[src/rtl/ads131_pkg.sv]
// Shared definitions for the ADS131A0x-style SPI responder: command opcodes,
// register-access prefixes, status constants and FSM state encoding.
package ads131_pkg;

  localparam logic [15:0] CMD_NULL    = 16'h0000;
  localparam logic [15:0] CMD_RESET   = 16'h0011;
  localparam logic [15:0] CMD_STANDBY = 16'h0022;
  localparam logic [15:0] CMD_WAKEUP  = 16'h0033;
  localparam logic [15:0] CMD_LOCK    = 16'h0555;
  localparam logic [15:0] CMD_UNLOCK  = 16'h0655;

  localparam logic [2:0]  RREG_PREFIX = 3'b001;
  localparam logic [2:0]  WREG_PREFIX = 3'b010;

  localparam logic [15:0] NULL_STATUS = 16'h2200;

  localparam int          NUM_REGS    = 32;

  typedef enum logic [1:0] {
    ST_IDLE   = 2'd0,
    ST_LOAD   = 2'd1,
    ST_SHIFT  = 2'd2,
    ST_DECODE = 2'd3
  } state_e;

  // Register address field shared by RREG and WREG command words.
  function automatic logic [4:0] reg_addr(input logic [15:0] word);
    return word[12:8];
  endfunction

endpackage

[src/rtl/spi_edge_sync.sv]
// Multi-stage synchronizer for one asynchronous SPI pin, with single-cycle
// rise/fall pulses derived from the synchronized level.
module spi_edge_sync #(
  parameter int   STAGES    = 2,
  parameter logic RESET_VAL = 1'b0
) (
  input  logic clk_i,
  input  logic rst_ni,
  input  logic pin_i,
  output logic level_o,
  output logic rise_o,
  output logic fall_o
);

  logic [STAGES-1:0] sync_q;
  logic [STAGES-1:0] sync_d;
  logic              prev_q;

  always_comb begin
    sync_d[0] = pin_i;
    for (int i = 1; i < STAGES; i++) begin
      sync_d[i] = sync_q[i-1];
    end
  end

  always_ff @(posedge clk_i or negedge rst_ni) begin
    if (!rst_ni) begin
      sync_q <= {STAGES{RESET_VAL}};
      prev_q <= RESET_VAL;
    end else begin
      sync_q <= sync_d;
      prev_q <= sync_q[STAGES-1];
    end
  end

  assign level_o = sync_q[STAGES-1];
  assign rise_o  = sync_q[STAGES-1] & ~prev_q;
  assign fall_o  = ~sync_q[STAGES-1] & prev_q;

endmodule

[src/rtl/ads131_spi_responder.sv]
// ADS131A0x-style SPI slave (CPOL=0, CPHA=1, 16-bit words) that oversamples the
// master's pins, returns a status + channel frame and decodes the command word.
module ads131_spi_responder
  import ads131_pkg::*;
#(
  parameter int                   WORD_BITS   = 16,
  parameter int                   NUM_CH      = 4,
  parameter logic [WORD_BITS-1:0] READY_WORD  = 16'hFF04,
  parameter int                   SYNC_STAGES = 2
) (
  input  logic                        system_clock,
  input  logic                        reset_n,
  input  logic                        spi_sclk,
  input  logic                        spi_cs,
  input  logic                        spi_mosi,
  output logic                        spi_miso,
  output logic                        spi_miso_oe,
  output logic                        drdy_n,
  input  logic [NUM_CH*WORD_BITS-1:0] ch_data,
  input  logic                        sample_strobe,
  output logic                        locked,
  output logic                        standby,
  output logic                        cmd_valid,
  output logic [WORD_BITS-1:0]        cmd_word,
  output logic [7:0]                  frame_count
);

  localparam int FRAME_W = (NUM_CH + 1) * WORD_BITS;
  localparam int CH_W    = NUM_CH * WORD_BITS;
  localparam int CNT_W   = $clog2(WORD_BITS + 1);

  logic sclk_lvl, sclk_rise, sclk_fall;
  logic cs_lvl, cs_rise, cs_fall;
  logic mosi_lvl, mosi_rise, mosi_fall;
  logic unused_edges;

  spi_edge_sync #(.STAGES(SYNC_STAGES), .RESET_VAL(1'b0)) u_sync_sclk (
    .clk_i   (system_clock),
    .rst_ni  (reset_n),
    .pin_i   (spi_sclk),
    .level_o (sclk_lvl),
    .rise_o  (sclk_rise),
    .fall_o  (sclk_fall)
  );

  spi_edge_sync #(.STAGES(SYNC_STAGES), .RESET_VAL(1'b1)) u_sync_cs (
    .clk_i   (system_clock),
    .rst_ni  (reset_n),
    .pin_i   (spi_cs),
    .level_o (cs_lvl),
    .rise_o  (cs_rise),
    .fall_o  (cs_fall)
  );

  spi_edge_sync #(.STAGES(SYNC_STAGES), .RESET_VAL(1'b0)) u_sync_mosi (
    .clk_i   (system_clock),
    .rst_ni  (reset_n),
    .pin_i   (spi_mosi),
    .level_o (mosi_lvl),
    .rise_o  (mosi_rise),
    .fall_o  (mosi_fall)
  );

  assign unused_edges = ^{sclk_lvl, mosi_rise, mosi_fall};

  state_e               state_q, state_d;
  logic [FRAME_W-1:0]   frame_q, frame_d;
  logic [CNT_W-1:0]     bit_cnt_q, bit_cnt_d;
  logic [WORD_BITS-1:0] cmd_sr_q, cmd_sr_d;
  logic                 miso_q, miso_d;
  logic                 oe_q, oe_d;
  logic                 drdy_q, drdy_d;
  logic                 locked_q, locked_d;
  logic                 standby_q, standby_d;
  logic [WORD_BITS-1:0] cmd_word_q, cmd_word_d;
  logic [7:0]           frame_cnt_q, frame_cnt_d;
  logic [WORD_BITS-1:0] next_status_q, next_status_d;
  logic [7:0]           regs_q [NUM_REGS];
  logic [7:0]           regs_d [NUM_REGS];

  logic [CH_W-1:0]      ch_ordered;
  logic [CH_W-1:0]      ch_payload;
  logic [4:0]           addr;

  // Channel 0 sits in the LSBs of ch_data but is transmitted first.
  always_comb begin
    ch_ordered = '0;
    for (int i = 0; i < NUM_CH; i++) begin
      ch_ordered[(NUM_CH-1-i)*WORD_BITS +: WORD_BITS] = ch_data[i*WORD_BITS +: WORD_BITS];
    end
  end

  assign ch_payload = standby_q ? '0 : ch_ordered;
  assign addr       = reg_addr(cmd_sr_q);

  always_ff @(posedge system_clock or negedge reset_n) begin
    if (!reset_n) begin
      state_q <= ST_IDLE;
    end else begin
      state_q <= state_d;
    end
  end

  always_comb begin
    state_d = state_q;
    unique case (state_q)
      ST_IDLE:   if (cs_fall) state_d = ST_LOAD;
      ST_LOAD:   state_d = cs_rise ? ST_IDLE : ST_SHIFT;
      ST_SHIFT: begin
        if (cs_rise) begin
          state_d = (bit_cnt_q >= CNT_W'(WORD_BITS)) ? ST_DECODE : ST_IDLE;
        end
      end
      ST_DECODE: state_d = ST_IDLE;
      default:   state_d = ST_IDLE;
    endcase
  end

  always_comb begin
    frame_d       = frame_q;
    bit_cnt_d     = bit_cnt_q;
    cmd_sr_d      = cmd_sr_q;
    miso_d        = miso_q;
    oe_d          = ~cs_lvl;
    drdy_d        = drdy_q;
    locked_d      = locked_q;
    standby_d     = standby_q;
    cmd_word_d    = cmd_word_q;
    frame_cnt_d   = frame_cnt_q;
    next_status_d = next_status_q;
    regs_d        = regs_q;
    cmd_valid     = 1'b0;

    if (sample_strobe) drdy_d = 1'b0;

    unique case (state_q)
      ST_IDLE: miso_d = 1'b0;
      ST_LOAD: begin
        miso_d    = 1'b0;
        frame_d   = {next_status_q, ch_payload};
        bit_cnt_d = '0;
        drdy_d    = ~sample_strobe;
      end
      ST_SHIFT: begin
        // Zeros shift in behind the frame, so MISO idles low past the last word.
        if (sclk_rise) begin
          miso_d  = frame_q[FRAME_W-1];
          frame_d = frame_q << 1;
        end
        if (sclk_fall && (bit_cnt_q < CNT_W'(WORD_BITS))) begin
          cmd_sr_d  = {cmd_sr_q[WORD_BITS-2:0], mosi_lvl};
          bit_cnt_d = bit_cnt_q + CNT_W'(1);
        end
      end
      ST_DECODE: begin
        miso_d        = 1'b0;
        cmd_valid     = 1'b1;
        cmd_word_d    = cmd_sr_q;
        frame_cnt_d   = frame_cnt_q + 8'd1;
        next_status_d = NULL_STATUS;
        if (cmd_sr_q == CMD_NULL) begin
          next_status_d = NULL_STATUS;
        end else if (cmd_sr_q == CMD_RESET) begin
          for (int i = 0; i < NUM_REGS; i++) regs_d[i] = '0;
          locked_d      = 1'b1;
          standby_d     = 1'b0;
          next_status_d = READY_WORD;
        end else if (cmd_sr_q == CMD_STANDBY) begin
          standby_d     = 1'b1;
          next_status_d = cmd_sr_q;
        end else if (cmd_sr_q == CMD_WAKEUP) begin
          standby_d     = 1'b0;
          next_status_d = cmd_sr_q;
        end else if (cmd_sr_q == CMD_LOCK) begin
          locked_d      = 1'b1;
          next_status_d = cmd_sr_q;
        end else if (cmd_sr_q == CMD_UNLOCK) begin
          locked_d      = 1'b0;
          next_status_d = cmd_sr_q;
        end else if (cmd_sr_q[15:13] == RREG_PREFIX) begin
          next_status_d = {RREG_PREFIX, addr, regs_q[addr]};
        end else if ((cmd_sr_q[15:13] == WREG_PREFIX) && !locked_q) begin
          regs_d[addr]  = cmd_sr_q[7:0];
          next_status_d = {RREG_PREFIX, addr, cmd_sr_q[7:0]};
        end
      end
      default: miso_d = 1'b0;
    endcase
  end

  always_ff @(posedge system_clock or negedge reset_n) begin
    if (!reset_n) begin
      frame_q       <= '0;
      bit_cnt_q     <= '0;
      cmd_sr_q      <= '0;
      miso_q        <= 1'b0;
      oe_q          <= 1'b0;
      drdy_q        <= 1'b1;
      locked_q      <= 1'b1;
      standby_q     <= 1'b0;
      cmd_word_q    <= '0;
      frame_cnt_q   <= '0;
      next_status_q <= READY_WORD;
      for (int i = 0; i < NUM_REGS; i++) regs_q[i] <= '0;
    end else begin
      frame_q       <= frame_d;
      bit_cnt_q     <= bit_cnt_d;
      cmd_sr_q      <= cmd_sr_d;
      miso_q        <= miso_d;
      oe_q          <= oe_d;
      drdy_q        <= drdy_d;
      locked_q      <= locked_d;
      standby_q     <= standby_d;
      cmd_word_q    <= cmd_word_d;
      frame_cnt_q   <= frame_cnt_d;
      next_status_q <= next_status_d;
      regs_q        <= regs_d;
    end
  end

  assign spi_miso    = miso_q;
  assign spi_miso_oe = oe_q;
  assign drdy_n      = drdy_q;
  assign locked      = locked_q;
  assign standby     = standby_q;
  assign cmd_word    = cmd_word_q;
  assign frame_count = frame_cnt_q;

endmodule
[config.mk]
export PLATFORM = sky130hd
export DESIGN_NAME = ads131_spi_responder
export DESIGN_NICKNAME = d
export VERILOG_FILES = /design/src/rtl/ads131_pkg.sv /design/src/rtl/spi_edge_sync.sv /design/src/rtl/ads131_spi_responder.sv
export SDC_FILE = /design/constraint.sdc
export NUM_CORES = 1
export LEC_CHECK = 0
export CORE_MARGIN = 2
export CORE_UTILIZATION = 50
export DETAILED_ROUTE_END_ITERATION = 10
export GPL_ROUTABILITY_DRIVEN = 0
export PLACE_DENSITY = 0.68
export REMOVE_ABC_BUFFERS = 1
export SLEW_MARGIN = 20
export SYNTH_ARGS = -nofsm -noshare
export SYNTH_HDL_FRONTEND = slang
export SYNTH_HIERARCHICAL = 1
export SYNTH_SLANG_ARGS = --single-unit
[constraint.sdc]
create_clock -name system_clock -period 4.5 [get_ports system_clock]
set_input_delay 0.45 -clock system_clock [delete_from_list [all_inputs] [get_ports system_clock]]
set_output_delay 0.45 -clock system_clock [all_outputs]
set_load 0.01 [all_outputs]
After elaboration in Yosys (flattened, before gate mapping):

Index checks and enable logic that the tools add are counted.

* reductions and logical operators: 19
* magnitude comparators: 4
* bitwise operators: 11
* equal/unequal tests: 19
* add/sub/neg operators: 2
* multiplexer cells: 44

Operators with widths (number)
* 2-to-1 mux 256 bit: 7
* bitwise mux 256 bit: 1
* case mux 80 bit (2 select lines): 1
* 2-to-1 mux 16 bit: 6
* 2-to-1 mux 80 bit: 1
* 2-to-1 mux 64 bit: 1
* binary-select mux 8 bit (select 5 bit): 1
* demux 8 bit (select 5 bit): 1
* == test 16 x 11 -> 1 bit (second input constant): 2
* == test 16 x 6 -> 1 bit (second input constant): 2
* 2-to-1 mux 13 bit: 2
* 2-to-1 mux 8 bit: 3
* inequality test 2 bit (second input constant): 9
* == test 16 x 5 -> 1 bit (second input constant): 1
* logical NOT 16 bit: 1
* 2-to-1 mux 1 bit: 12
* case mux 5 bit (2 select lines): 1
* adder 8 x 1 -> 8 bit (second input constant): 1
* 2-to-1 mux 2 bit: 4
* case mux 2 bit (4 select lines): 1
* AND reduction 2 bit: 4
* AND reduction 8 bit: 1
* greater-or-equal comparator 6 bit (second input constant): 1
* less-than comparator 6 x 1 -> 1 bit (second input constant): 1
* 20 further kinds: 34

* flip-flop bits (word level): 412
* logic and storage cells: 148
* output and inout port bits: 30
* input port bits: 70

Depth between registers and ports, before layout:

* word-level depth: 13
* gate-level depth with buffers: 9
* gate-level depth less buffers: 6

Hierarchy:

The synthesis kept the hierarchy.

Modules (own cells, without submodules)
* ads131_spi_responder: cells each 1760, area an instance 19816.5 um^2, instances 1
* spi_edge_sync (u_sync_mosi ...): cells each 5, area an instance 90.1 um^2, instances 2
* spi_edge_sync (u_sync_cs): cells each 5, area an instance 93.8 um^2, instances 1

Worst setup path before layout:

Ideal clock, no wire load.

* path kind: register -> register
* start point: register cmd_sr_q[8]
* end point: register next_status_q[3]
* path slack: 2.409 ns
* setup time: 0.124 ns
* clock period less this slack: 2.091 ns
* cell stages (with the launch flop): 8
* buffers on the path: 3
* arrival time: 1.967 ns
* data required time: 4.376 ns
* cells stage by stage: dfrtp_1 buf_6 buf_4 buf_4 mux4_2 a221oi_1 o21ai_0 a211o_1

* cells in the longest elaborated chain, start to end: 11

RTL lines
* start: declaration: line ads131_spi_responder.sv:69 `logic [WORD_BITS-1:0] cmd_sr_q, cmd_sr_d;`
* start signal: assignment: line ads131_spi_responder.sv:208 `cmd_sr_q <= cmd_sr_d;`
* NOT 5 -> 6 bit (not written as such): line ads131_spi_responder.sv:181 `next_status_d = {RREG_PREFIX, addr, regs_q[addr]};`
* binary-select mux 8 bit (select 5 bit): line ads131_spi_responder.sv:181
* 2-to-1 mux 8 bit (not written as such) (2 in series): line ads131_spi_responder.sv:181
* 2-to-1 mux 13 bit: line ads131_spi_responder.sv:180 `end else if (cmd_sr_q[15:13] == RREG_PREFIX) begin`
* 2-to-1 mux 16 bit: line ads131_spi_responder.sv:177 `end else if (cmd_sr_q == CMD_UNLOCK) begin`
* 2-to-1 mux 16 bit: line ads131_spi_responder.sv:174 `end else if (cmd_sr_q == CMD_LOCK) begin`
* 2-to-1 mux 16 bit: line ads131_spi_responder.sv:171 `end else if (cmd_sr_q == CMD_WAKEUP) begin`
* 2-to-1 mux 16 bit: line ads131_spi_responder.sv:168 `end else if (cmd_sr_q == CMD_STANDBY) begin`
* 2-to-1 mux 16 bit: line ads131_spi_responder.sv:163 `end else if (cmd_sr_q == CMD_RESET) begin`
* 2-to-1 mux 16 bit (*): line ads131_spi_responder.sv:161 `if (cmd_sr_q == CMD_NULL) begin`
* end signal: assignment: line ads131_spi_responder.sv:216 `next_status_q <= next_status_d;`
* end: declaration: line ads131_spi_responder.sv:77 `logic [WORD_BITS-1:0] next_status_q, next_status_d;`

Mark *: on every way between the ends. The rest lies on a longest branch, timed or not. The select of a mux whose other input is x is not followed.
A chain may end at the register's enable or synchronous reset.

Worst setup path after layout:

* start point: register cmd_sr_q[9]
* end point: register next_status_q[10]

* cells in the longest elaborated chain, start to end: 7

RTL lines (line)
* == test 16 x 11 -> 1 bit: ads131_spi_responder.sv:177
* 2-to-1 mux 16 bit: ads131_spi_responder.sv:177
* 2-to-1 mux 16 bit: ads131_spi_responder.sv:174
* 2-to-1 mux 16 bit: ads131_spi_responder.sv:171
* 2-to-1 mux 16 bit: ads131_spi_responder.sv:168
* 2-to-1 mux 16 bit: ads131_spi_responder.sv:163
* 2-to-1 mux 16 bit (*): ads131_spi_responder.sv:161

Mark *: on every way between the ends. The rest lies on a longest branch, timed or not.

==> key figures <==
Route
  – DR DRC count: 0
  – Drt initial violations: 1342
  – Total Wirelength: a little under 50 mm
  – Post-route antenna net violation count: 0
  – TritonRoute pass-1 iters: 7
  – Via count: between 10000 and 15000
  – Number of vias per cell: ~5.8
  – Drt wl/cell: around 21 um

Setup path
  – Setup CP Type: flip-flop to flip-flop
  – Crit end category: flip-flop
  – Worst reg-to-reg path cell count: 6
  – CP Launch Type: flip-flop
  – R2r setup slk: approximately 1.2 ns
  – Slowest cell on crit path: dfrtp_4
  – Worst EP arrival: 3.77 ns
  – Worst R2R End: next_status_q[10]
  – Critical path cell sequence: buf_4, nand2b_1, a2111o_1, a21oi_1, o31a_1, a221o_1
  – Crit path to: next_status_q[10]
  – Worst path max stage delay: 0.81 ns
  – WP data required: between 4 and 5 ns
  – R2r startpoint: cmd_sr_q[9]
  – CP startpoint: cmd_sr_q[9]
  – CP max FO: 40

STA
  – Crit path time final: 3.27 ns
  – Worst slew pin tran: 0.925 ns
  – Slew margin rel.: a little under two fifths
  – Period utilization: 72.7%
  – Skew final: ~0.019 ns
  – Final Setup Violations: 0
  – Setup TNS: 0 ns
  – Max Slew Vio Count: 0
  – Final Hold Viols: 0
  – RSZ-0062 raised after global routing: no
  – Maximum clock rate: between 300 and 400 MHz

Clocking
  – Clk root buf: clkbuf_16
  – Post-cts gate resize count: 0
  – Clk slew on worst S/H paths: 0.06 ns
  – TritonCTS clock tree: built
  – CTS max path bufs: 3
  – CTS sink count: slightly above 400
  – H-tree levels: 2
  – Skew-Pair Late Insertion Delay: around 0.58 ns
  – Cts bufs inserted: 44
  – Postcts setup bufs: 0
  – Hold buffers post-CTS: 1

GRT
  – Gr ovfl total: 0
  – Vias in the first global route: roughly 14000
  – First-pass GRT wire length: 79.0 mm
  – Met2 Track Usage GR: a little under two fifths
  – Met1 Use GR: between 30% and 40%
  – Largest net degree at the start of global routing: 160
  – GR peak layer: met2
  – Initial antenna violation count: 0
  – M3 GR Usage: under 10%
  – GRT Util Overall: around a quarter

Logic synthesis
  – Yosys Warn Count: 6
  – Cells after synthesis: around 1800
  – Cell area after synthesis: 0.0201 mm^2
  – Syn Area/Cell: 11.3 um^2

Worst hold path
  – Tightest Hold Check Type: primary input to flip-flop
  – HP Start: spi_cs
  – Hold Path Depth: 1

Cells and area
  – Fin area: roughly 0.023 mm^2
  – ANT cells: 0
  – Area grow syn2layout: 13.6%
  – Nets: 1880
  – Share of layout cells above drive strength 1: between 10% and 20%
  – Final core occ: between 50% and 60%

Outcome
  – Status: finished, final reports clean

Power and ir drop
  – Pleak: 11.2 nW
  – Power, Total: just over 9 mW
  – Peak supply drop: about 0.25 mV
  – Power Density: 398 mW/mm^2

Floorplanning
  – Core footprint: a little under 0.04 mm^2
  – Initial Util: a little over 50%
  – # IOs: 100
  – Die ar.: about 0.042 mm^2
  – Die width: between 200 and 250 um
  – Die H: 204 um
  – Row cnt: 73

Placement
  – I/O Buffers: 99
  – Placed cell areas: approximately 0.021 mm^2
  – HPWL Detailed: a little over 30 mm

Job
  – Max Cap Viol: 0
[metrics by stage]
| stage | std cells | setup WS (ns) | hold slack (ns) |
|---|---|---|---|
| final | 2363 | 1.23 | 0.294 |
| after global routing | 2363 | 1.12 | 0.279 |
| after CTS | 2363 | 1.30 | 0.266 |
| after detailed placement | 2285 | 1.33 | 0.342 |
| after global placement | 2285 | 1.38 | 0.332 |
| after floorplan | 1627 | -6.23 | 0.154 |
[how the worst min path moves through the flow]
stage | end | slack [ns]
6_report | u_sync_cs/sync_q[0] | 0.29
5_1_grt | u_sync_cs/sync_q[0] | 0.28
4_1_cts | u_sync_cs/sync_q[0] | 0.27
3_5_place_dp | u_sync_sclk/sync_q[1] | 0.34
3_3_place_gp | u_sync_mosi/sync_q[1] | 0.33
2_1_floorplan | bit_cnt_q[0] | 0.15
[cell usage in the layout, fill, tap and decap left out, types with 6 or more instances in the layout]
master and n:
nor2b_1 10, clkbuf_16 45, nand2_1 391, clkinv_2 6
mux4_2 63, buf_12 7, and3_1 64, mux2_2 14
clkbuf_1 15, nor2_1 47, buf_4 27, mux2i_1 271
o22ai_1 10, dfstp_2 14, o21ai_0 103, inv_1 15
nand2b_1 9, xnor2_1 6, clkdlybuf4s50_1 98, a221o_1 10
clkbuf_8 7, a21oi_1 67, a22o_1 8, o211ai_4 26
dfrtp_1 396
[worst max-delay path: cells and delay by family (launching register included)]
kind	cells	cell delay [ns]
AOI/OAI and AO/OA	4	1.14
DFF	1	0.81
buffers and inverters	1	0.64
and+or+nand+nor	1	0.54
[state kept, by name (all words and copies together), names as in the netlist, 2 cells and up]
signal and count:
frame_count 8, u_sync_sclk/sync_q 2, regs_q 256, bit_cnt_q 5, frame_q 80, cmd_word 16
cmd_sr_q 16, u_sync_mosi/sync_q 2, u_sync_cs/sync_q 2, state_q 2, next_status_q 16
[power breakdown]
part	leakage (nW)	internal [mW]	total [mW]	switching, mW
Clock	0.655	1.96	3.41	1.45
Combinational	4.96	0.479	1.34	0.860
Sequential	5.58	4.08	4.33	0.252
[metal layers]
layer,up-vias,share of wire [%]
li1,6304,-
met1,6981,45
met2,381,46
met3,105,5.7
met4,0,3.3
met5,-,0
[cell type report]
class,instances,area (um^2)
well taps,525,657
repair buffers,134,1350
clock inverters,10,62.6
fillers,3286,16900
multi-input cells,1199,9030
inverters,16,60.1
clock buffers,67,1280
flip-flops and latches,412,10300
No activity file was read; power rests on OpenSTA's default activity.
